$ cat config.mk
export PLATFORM = sky130hd
export DESIGN_NAME = stage1_fetch
export DESIGN_NICKNAME = d
export VERILOG_FILES = /design/src/rtl/stage1_fetch_pkg.sv /design/src/rtl/stage1_fetch_fifo.sv /design/src/rtl/stage1_fetch.sv
export SDC_FILE = /design/constraint.sdc
export NUM_CORES = 1
export LEC_CHECK = 0
export CORE_MARGIN = 1
export CORE_UTILIZATION = 54
export CTS_CLUSTER_SIZE = 12
export DETAILED_ROUTE_END_ITERATION = 8
export MAX_ROUTING_LAYER = met4
export PLACE_DENSITY = 0.84
export SYNTH_ARGS = -nofsm -noshare
export SYNTH_HDL_FRONTEND = slang
export SYNTH_SLANG_ARGS = --single-unit
$ cat constraint.sdc
create_clock -name clk -period 9.7 [get_ports clk]
set_input_delay 1.94 -clock clk [delete_from_list [all_inputs] [get_ports clk]]
set_output_delay 1.94 -clock clk [all_outputs]
set_load 0.01 [all_outputs]
$ cat src/rtl/stage1_fetch_pkg.sv
// Shared types and constants for the instruction fetch stage.
// Defines the fetch-to-decode bundle and fetch sizing constants.
package stage1_fetch_pkg;

    // Architectural address/data width.
    localparam int XLEN = 32;

    // Size of one instruction in bytes (pc step).
    localparam int INSTR_BYTES = 4;

    // Output buffer entries; fixed, the credit logic assumes 2.
    localparam int BUF_DEPTH = 2;

    // Default reset program counter.
    localparam logic [XLEN-1:0] RESET_VECTOR_DEFAULT = 32'h0000_0000;

    // Raw instruction word as fetched, before decode.
    typedef logic [31:0] instruction_undecoded_t;

    // One fetched instruction tagged with its address.
    typedef struct packed {
        logic [XLEN-1:0]        program_counter;
        instruction_undecoded_t instruction;
    } fetch_to_decode_t;

endpackage

$ cat src/rtl/stage1_fetch_fifo.sv
// Two-entry synchronous FIFO buffering fetched instructions.
// Ports: clk, rst (sync active-low), push/push_data, pop, flush, head, count.
// Flush beats push; pop on an empty FIFO is ignored.
module stage1_fetch_fifo
    import stage1_fetch_pkg::*;
(
    input  logic             clk,
    input  logic             rst,
    input  logic             push,
    input  fetch_to_decode_t push_data,
    input  logic             pop,
    input  logic             flush,
    output fetch_to_decode_t head,
    output logic [1:0]       count
);

    fetch_to_decode_t entries [BUF_DEPTH];

    logic       rd_ptr;
    logic       wr_ptr;
    logic [1:0] count_q;
    logic       pop_ok;

    assign pop_ok = pop && (count_q != 2'd0);

    always_ff @(posedge clk) begin
        if (!rst || flush) begin
            rd_ptr  <= 1'b0;
            wr_ptr  <= 1'b0;
            count_q <= 2'd0;
        end else begin
            if (push) begin
                entries[wr_ptr] <= push_data;
                wr_ptr          <= ~wr_ptr;
            end
            if (pop_ok) begin
                rd_ptr <= ~rd_ptr;
            end
            unique case ({push, pop_ok})
                2'b10:   count_q <= count_q + 2'd1;
                2'b01:   count_q <= count_q - 2'd1;
                default: count_q <= count_q;
            endcase
        end
    end

    // Head comes straight from storage, never from the memory bus.
    assign head  = entries[rd_ptr];
    assign count = count_q;

endmodule

$ cat src/rtl/stage1_fetch.sv
// Instruction fetch stage: pc, memory requests, 2-entry output buffer.
// Ports: clk, rst (sync active-low), instr_port_* (sync memory),
//  axis_fetch_to_decode_* (stream to decode), redirect_valid/redirect_pc.
// Optional macro FETCH_STATS_EN adds stat_fetched/stat_flushed counters.
module stage1_fetch
    import stage1_fetch_pkg::*;
#(
    parameter int              WIDTH        = XLEN,
    parameter logic [WIDTH-1:0] RESET_VECTOR = RESET_VECTOR_DEFAULT
) (
    input  logic             clk,
    input  logic             rst,
    output logic             instr_port_enable,
    output logic [WIDTH-1:0] instr_port_address,
    input  logic [31:0]      instr_port_data,
    output logic             axis_fetch_to_decode_tvalid,
    input  logic             axis_fetch_to_decode_tready,
    output fetch_to_decode_t axis_fetch_to_decode_tdata,
    input  logic             redirect_valid,
    input  logic [WIDTH-1:0] redirect_pc
`ifdef FETCH_STATS_EN
    ,
    output logic [31:0]      stat_fetched,
    output logic [31:0]      stat_flushed
`endif
);

    localparam logic [WIDTH-1:0] PC_STEP  = WIDTH'(INSTR_BYTES);
    localparam logic [WIDTH-1:0] LOW_MASK = WIDTH'(INSTR_BYTES - 1);

    logic [WIDTH-1:0] pc;
    logic [WIDTH-1:0] req_pc;
    logic             outstanding;
    logic [1:0]       fifo_count;
    logic [2:0]       occupancy;
    logic             pop;
    logic             push;
    logic             issue;
    logic [WIDTH-1:0] target_pc;
    fetch_to_decode_t push_data;
    fetch_to_decode_t head;

    assign pop = axis_fetch_to_decode_tvalid
               && axis_fetch_to_decode_tready;

    // Entries held or in flight after this cycle's pop;
    // a new request may go out only while that stays below 2.
    assign occupancy = {1'b0, fifo_count}
                     + {2'b00, outstanding}
                     - {2'b00, pop};

    assign issue = rst && !redirect_valid
                && (occupancy < 3'(BUF_DEPTH));

    // A response arriving in a redirect cycle belongs to the
    // abandoned path and is dropped.
    assign push = rst && !redirect_valid && outstanding;

    assign target_pc = redirect_pc & ~LOW_MASK;

    assign push_data.program_counter = req_pc;
    assign push_data.instruction     = instr_port_data;

    always_ff @(posedge clk) begin
        if (!rst) begin
            pc          <= RESET_VECTOR;
            req_pc      <= RESET_VECTOR;
            outstanding <= 1'b0;
        end else if (redirect_valid) begin
            pc          <= target_pc;
            outstanding <= 1'b0;
        end else begin
            outstanding <= issue;
            if (issue) begin
                pc     <= pc + PC_STEP;
                req_pc <= pc;
            end
        end
    end

    stage1_fetch_fifo u_fifo (
        .clk       (clk),
        .rst       (rst),
        .push      (push),
        .push_data (push_data),
        .pop       (pop),
        .flush     (redirect_valid),
        .head      (head),
        .count     (fifo_count)
    );

    assign instr_port_enable           = issue;
    assign instr_port_address          = pc;
    assign axis_fetch_to_decode_tvalid = (fifo_count != 2'd0);
    assign axis_fetch_to_decode_tdata  = head;

`ifdef FETCH_STATS_EN
    always_ff @(posedge clk) begin
        if (!rst) begin
            stat_fetched <= 32'd0;
            stat_flushed <= 32'd0;
        end else begin
            if (pop) begin
                stat_fetched <= stat_fetched + 32'd1;
            end
            if (redirect_valid) begin
                stat_flushed <= stat_flushed + 32'd1;
            end
        end
    end
`endif

endmodule
### Word-level counts from Yosys, hierarchy flattened

Memories as Yosys holds them, arrays and structs flattened. A register that Yosys moved wholly into a read port is not among the register bits.
Cells that the tools add are included.

| storage, ports and cells | value |
|---|---|
| memories | 1 |
| register bits after elaboration | 69 |
| input port bits | 68 |
| logic and storage cells | 41 |
| RAM bits | 128 |
| output and inout bits | 98 |

| cells by class | value |
|---|---|
| multiplexer cells | 8 |
| equal/unequal tests | 2 |
| reductions and logical operators | 13 |
| bitwise operators | 4 |
| $add $sub $neg | 5 |
| $lt $le $gt $ge | 1 |

Memory list:

| name | depth | bits a word | rd ports | clocked after memory_dff | write ports | line | text |
|---|---|---|---|---|---|---|---|
| u_fifo.entries | 2 | 64 | 1 | 1 | 1 | stage1_fetch_fifo.sv:17 | `fetch_to_decode_t entries [BUF_DEPTH];` |

Operators by type and width:

| operator | number |
|---|---|
| two-way mux 32 bit | 2 |
| adder 32 x 3 -> 32 bit, second input constant | 1 |
| nonzero test 2 bit | 3 |
| logical AND 1 bit | 5 |
| two-way mux 1 bit | 5 |
| NOT 1 bit | 4 |
| one-hot mux 2 bit (2 select lines) | 1 |
| adder 2 x 1 -> 3 bit | 1 |
| less-than comparator 3 x 2 -> 1 bit, second input constant | 1 |
| subtractor 3 x 1 -> 3 bit | 1 |
| adder 2 x 1 -> 2 bit, second input constant | 1 |
| equality test 2 x 1 -> 1 bit, second input constant | 1 |
| equality test 2 bit, second input constant | 1 |
| zero test 1 bit | 2 |
| AND reduction 2 bit | 1 |
| OR reduction 2 bit | 1 |
| subtractor 2 x 1 -> 2 bit, second input constant | 1 |
| logical OR 1 bit | 1 |

### Depth between registers and ports, before layout

| depth | value |
|---|---|
| depth after elaboration | 7 |
| depth in mapped cells | 12 |
| mapped depth without buffers | 11 |

### Hierarchy

From an unflattened synthesis, not the netlist that was laid out.

| second synthesis, totals | value |
|---|---|
| cells, all modules | 594 |
| area total of the unflattened synthesis | 7766.2 µm² |

By module, submodules not included:

| module | cells each | instances | seq. area each (µm²) | area each (µm²) |
|---|---|---|---|---|
| stage1_fetch_fifo | 222 | 1 | 3943.8 | 4824.6 |
| stage1_fetch | 372 | 1 | 1221.2 | 2941.6 |

### Worst setup path before layout

No wires, ideal clock.

| path | value |
|---|---|
| path type | input to output |
| start point | in axis_fetch_to_decode_tready |
| end point | out instr_port_enable |
| path slack | 4264 ps |
| stages | 8 |
| data required time | 7760 ps |
| buffers on the path | 1 |
| arrival time | 3496 ps |
| cells stage by stage | and2_1 ha_1 nand2b_1 fa_1 xnor2_1 nand3_2 inv_2 buf_2 |

| between the ends | value |
|---|---|
| word-level cells in the longest chain between the ends | 4 |

Ends and longest elaborated chain:

| item | line | text |
|---|---|---|
| from (decl) | stage1_fetch.sv:17 | `input logic axis_fetch_to_decode_tready,` |
| logical AND 1 bit | stage1_fetch.sv:44 | `&& axis_fetch_to_decode_tready;` |
| subtractor 3 x 1 -> 3 bit | stage1_fetch.sv:50 | `- {2'b00, pop};` |
| less-than comparator 3 x 2 -> 1 bit | stage1_fetch.sv:53 | `&& (occupancy < 3'(BUF_DEPTH));` |
| logical AND 1 bit | stage1_fetch.sv:53 |  |
| to (decl) | stage1_fetch.sv:13 | `output logic instr_port_enable,` |

No other way between the ends.

### Worst setup path after layout

Same ends and word-level chain as after synthesis.

==> results.ini <==
[finish]
drive_above_1_share_pct=14.75
fin_nets=805
n_fill_cell=944
stdcell_count=923
syn2layout_area_growth_pct=30.02

[sta]
fmax_mhz=144.7
worstMarginPinSlew_ns=0.9979
finalHoldViolations=0
slew-limit-headroom_pct=33.38
skew_ns=0.01157
hold_slack_ns=0.4572
tns_ns=0
period_share_pct=71.25
rsz0062_at_grt=false
setup_viol=0
maxSlewViolCount=0
period_minus_slack_ns=6.912

[job]
cap_viol_max_count=0

[drt]
drt_iter0_drc=588
post_drt_wl_per_cell_um=17.88
drcViolationCount=0
ant_nets=0
dr_total_vias=5170
first_pass_iters=6
viasPerCell=5.601
postRouteWirelength_um=16500

[die]
core_area_um2=13450
ios=166
std_cell_rows=42
initial_core_util_pct=56.45
die_area_um2=14540
die_h_um=120.6
die_w_um=120.6

[pwr]
peakVddDrop_mv=0.1153
total_power_uw=1700
power_density_nw_per_um2=172.1
leakagePower_uw=0.003366

[grt]
grt_pass1_wl_um=25810
grt_pass1_vias=5046
antenna_found_initial=0
overflow=0
grt_max_degree=68
grt_usage_pct=24.08

[yosys]
syn_area_um2=7594
syn_inst=585
synth_edf_count=124
ys_warn_count=0
synth_flop_cell=edfxtp_1
synth-seq-area-share_pct=66.44
ys_seq_elements=190
async_reset_ff_share_pct=0
synthDistinctLibCells=49
synth_area_per_cell_um2=12.98

[worst_setup_path]
critPathLaunchType=input pin
cp.required_ns=7.76
criticalPathCategory=input pin to output port
cp-end-kind=output port
crit_start=axis_fetch_to_decode_tready
arrival_ns=4.97
timing.rr.start=u_fifo.count[1]
critPathMaxFanout=45

[clocking]
htree_levels=4
clock_path_buffers=2
clkTransAtPathRegs_ns=0.06
cts_resized=0
cts_sinks=190
cts_tree=done
clock_latency_ns=0.43
postCtsSetupBuffers=0
cts_buffers=17
cts-root-buf=clkbuf_16
hold_buffers=0

[placed_design]
io_buffers=159
gp_congestion=0.8133
dp_cells=890
hpwlAfterDp_um=10490

[worst_hold_path]
hp-class=register to register
hp-start=req_pc[13]

[status]
status=finished, final reports clean

-- metal layers --
layer	wire (um)	share of wire (%)	GRT usage [%]	vias up
met2	8193	50	39.26	218
met1	6766	41	28.76	2478
met3	1213	7.4	6.085	30
li1	-	-	-	2444
met4	327	2.0	9.568	0
met5	0	0	-	-
-- metrics by stage --
step                setup slack (ns)  util (%)  cell area (um2)
finish                         2.788     73.39             9873
global route                   2.650     73.37             9871
floorplan                      4.264         -             7605
global placement               2.891     69.00             9283
CTS                            2.766     73.37             9871
detailed placement             2.788     69.00             9283
-- power by group --
part | internal (uW) | total [uW] | switching [uW]
Combinational | 62.5 | 115 | 52.9
Sequential | 876 | 895 | 18.9
Clock | 403 | 689 | 286
Total | 1340 | 1700 | 358
-- cells in the final DEF, fill, tap and decap left out, types with 3 or more instances in the layout --
master / n
clkdlybuf4s50_1: 159
edfxtp_1: 124
nand2_1: 77
dfxtp_1: 65
mux2_2: 62
a21oi_1: 49
nor2_1: 19
clkbuf_16: 18
o21ai_0: 16
nand4_1: 14
a22oi_1: 12
nor2b_1: 10
nand3_1: 9
a31oi_1: 8
xor2_1: 8
o22ai_1: 8
and2_1: 5
inv_1: 5
nand3_2: 5
and3_1: 5
xnor2_1: 4
conb_1: 4
clkbuf_1: 4
a32oi_1: 3
and3b_1: 3
o21a_1: 3
ha_1: 3
buf_4: 3
-- cells by family (layout without fill, tap and decap cells) --
logic type	after synthesis	count (layout)	share of synthesized area, %
multiplexers	63	63	9.326
adder cells (fa/ha/maj)	4	4	0.7580
AND/OR/NAND/NOR	168	168	11.39
AO/OA/AOI/OAI	104	104	8.041
buffers and inverters	43	201	2.620
XOR/XNOR	12	12	1.384
flip-flops	190	190	66.44
other	1	5	0.04938
-- cells in the mapped netlist (3+ instances only) --
master | instances | area (um2)
a22oi_1 | 12 | 90.09
and3_1 | 6 | 37.54
nor2b_1 | 10 | 62.56
buf_4 | 7 | 52.55
mux2_2 | 62 | 698.2
a32oi_1 | 3 | 26.28
buf_2 | 9 | 45.04
inv_1 | 5 | 18.77
o22ai_1 | 8 | 50.05
ha_1 | 3 | 37.54
nand3_1 | 9 | 45.04
and2_1 | 5 | 31.28
nand2_1 | 77 | 289.0
a31oi_1 | 8 | 50.05
o21ai_0 | 16 | 80.08
clkbuf_1 | 19 | 71.32
a21oi_1 | 49 | 245.2
and3b_1 | 3 | 26.28
xor2_1 | 8 | 70.07
dfxtp_1 | 66 | 1321
o21a_1 | 3 | 22.52
xnor2_1 | 4 | 35.03
nand4_1 | 14 | 87.58
nor2_1 | 20 | 75.07
nand3_2 | 5 | 50.05
edfxtp_1 | 124 | 3724
-- critical path, stage by stage --
cell and delay (ns):
clkdlybuf4s50_1 0.44, and2_1 0.18, ha_1 0.25, nand2b_1 0.15
fa_1 0.39, xnor2_1 0.22, nand3_2 0.11, inv_2 0.58
clkdlybuf4s50_1 0.68
-- worst paths after layout --
kind / end / slack [ns] / depth (start not counted)
max: instr_port_enable / 2.79 / 9
min: u_fifo.entries[1][45] / 0.46 / 0
max reg2reg: instr_port_address[9] / 5.99 / 11
min reg2reg: u_fifo.entries[1][45] / 0.46 / 0
-- flip-flops by register name (all words and copies together) (netlist names), named ones only --
name and cells:
u_fifo.wr_ptr 1, req_pc 30, u_fifo.rd_ptr 1, instr_port_address 30, u_fifo.entries 124, u_fifo.count 2, outstanding 1
-- cell type report --
type	count	area, um2	share of cell area (%)
flip-flops and latches	190	5049	51.13
inverters	7	26.28	0.2661
clock buffers	23	479.2	4.854
multi-input cells	355	2374	24.04
well taps	176	220.2	2.230
repair buffers	162	1614	16.35
diodes	1	2.502	0.02535
clock inverters	9	108.9	1.103
No activity file was read; power rests on OpenSTA's default activity.
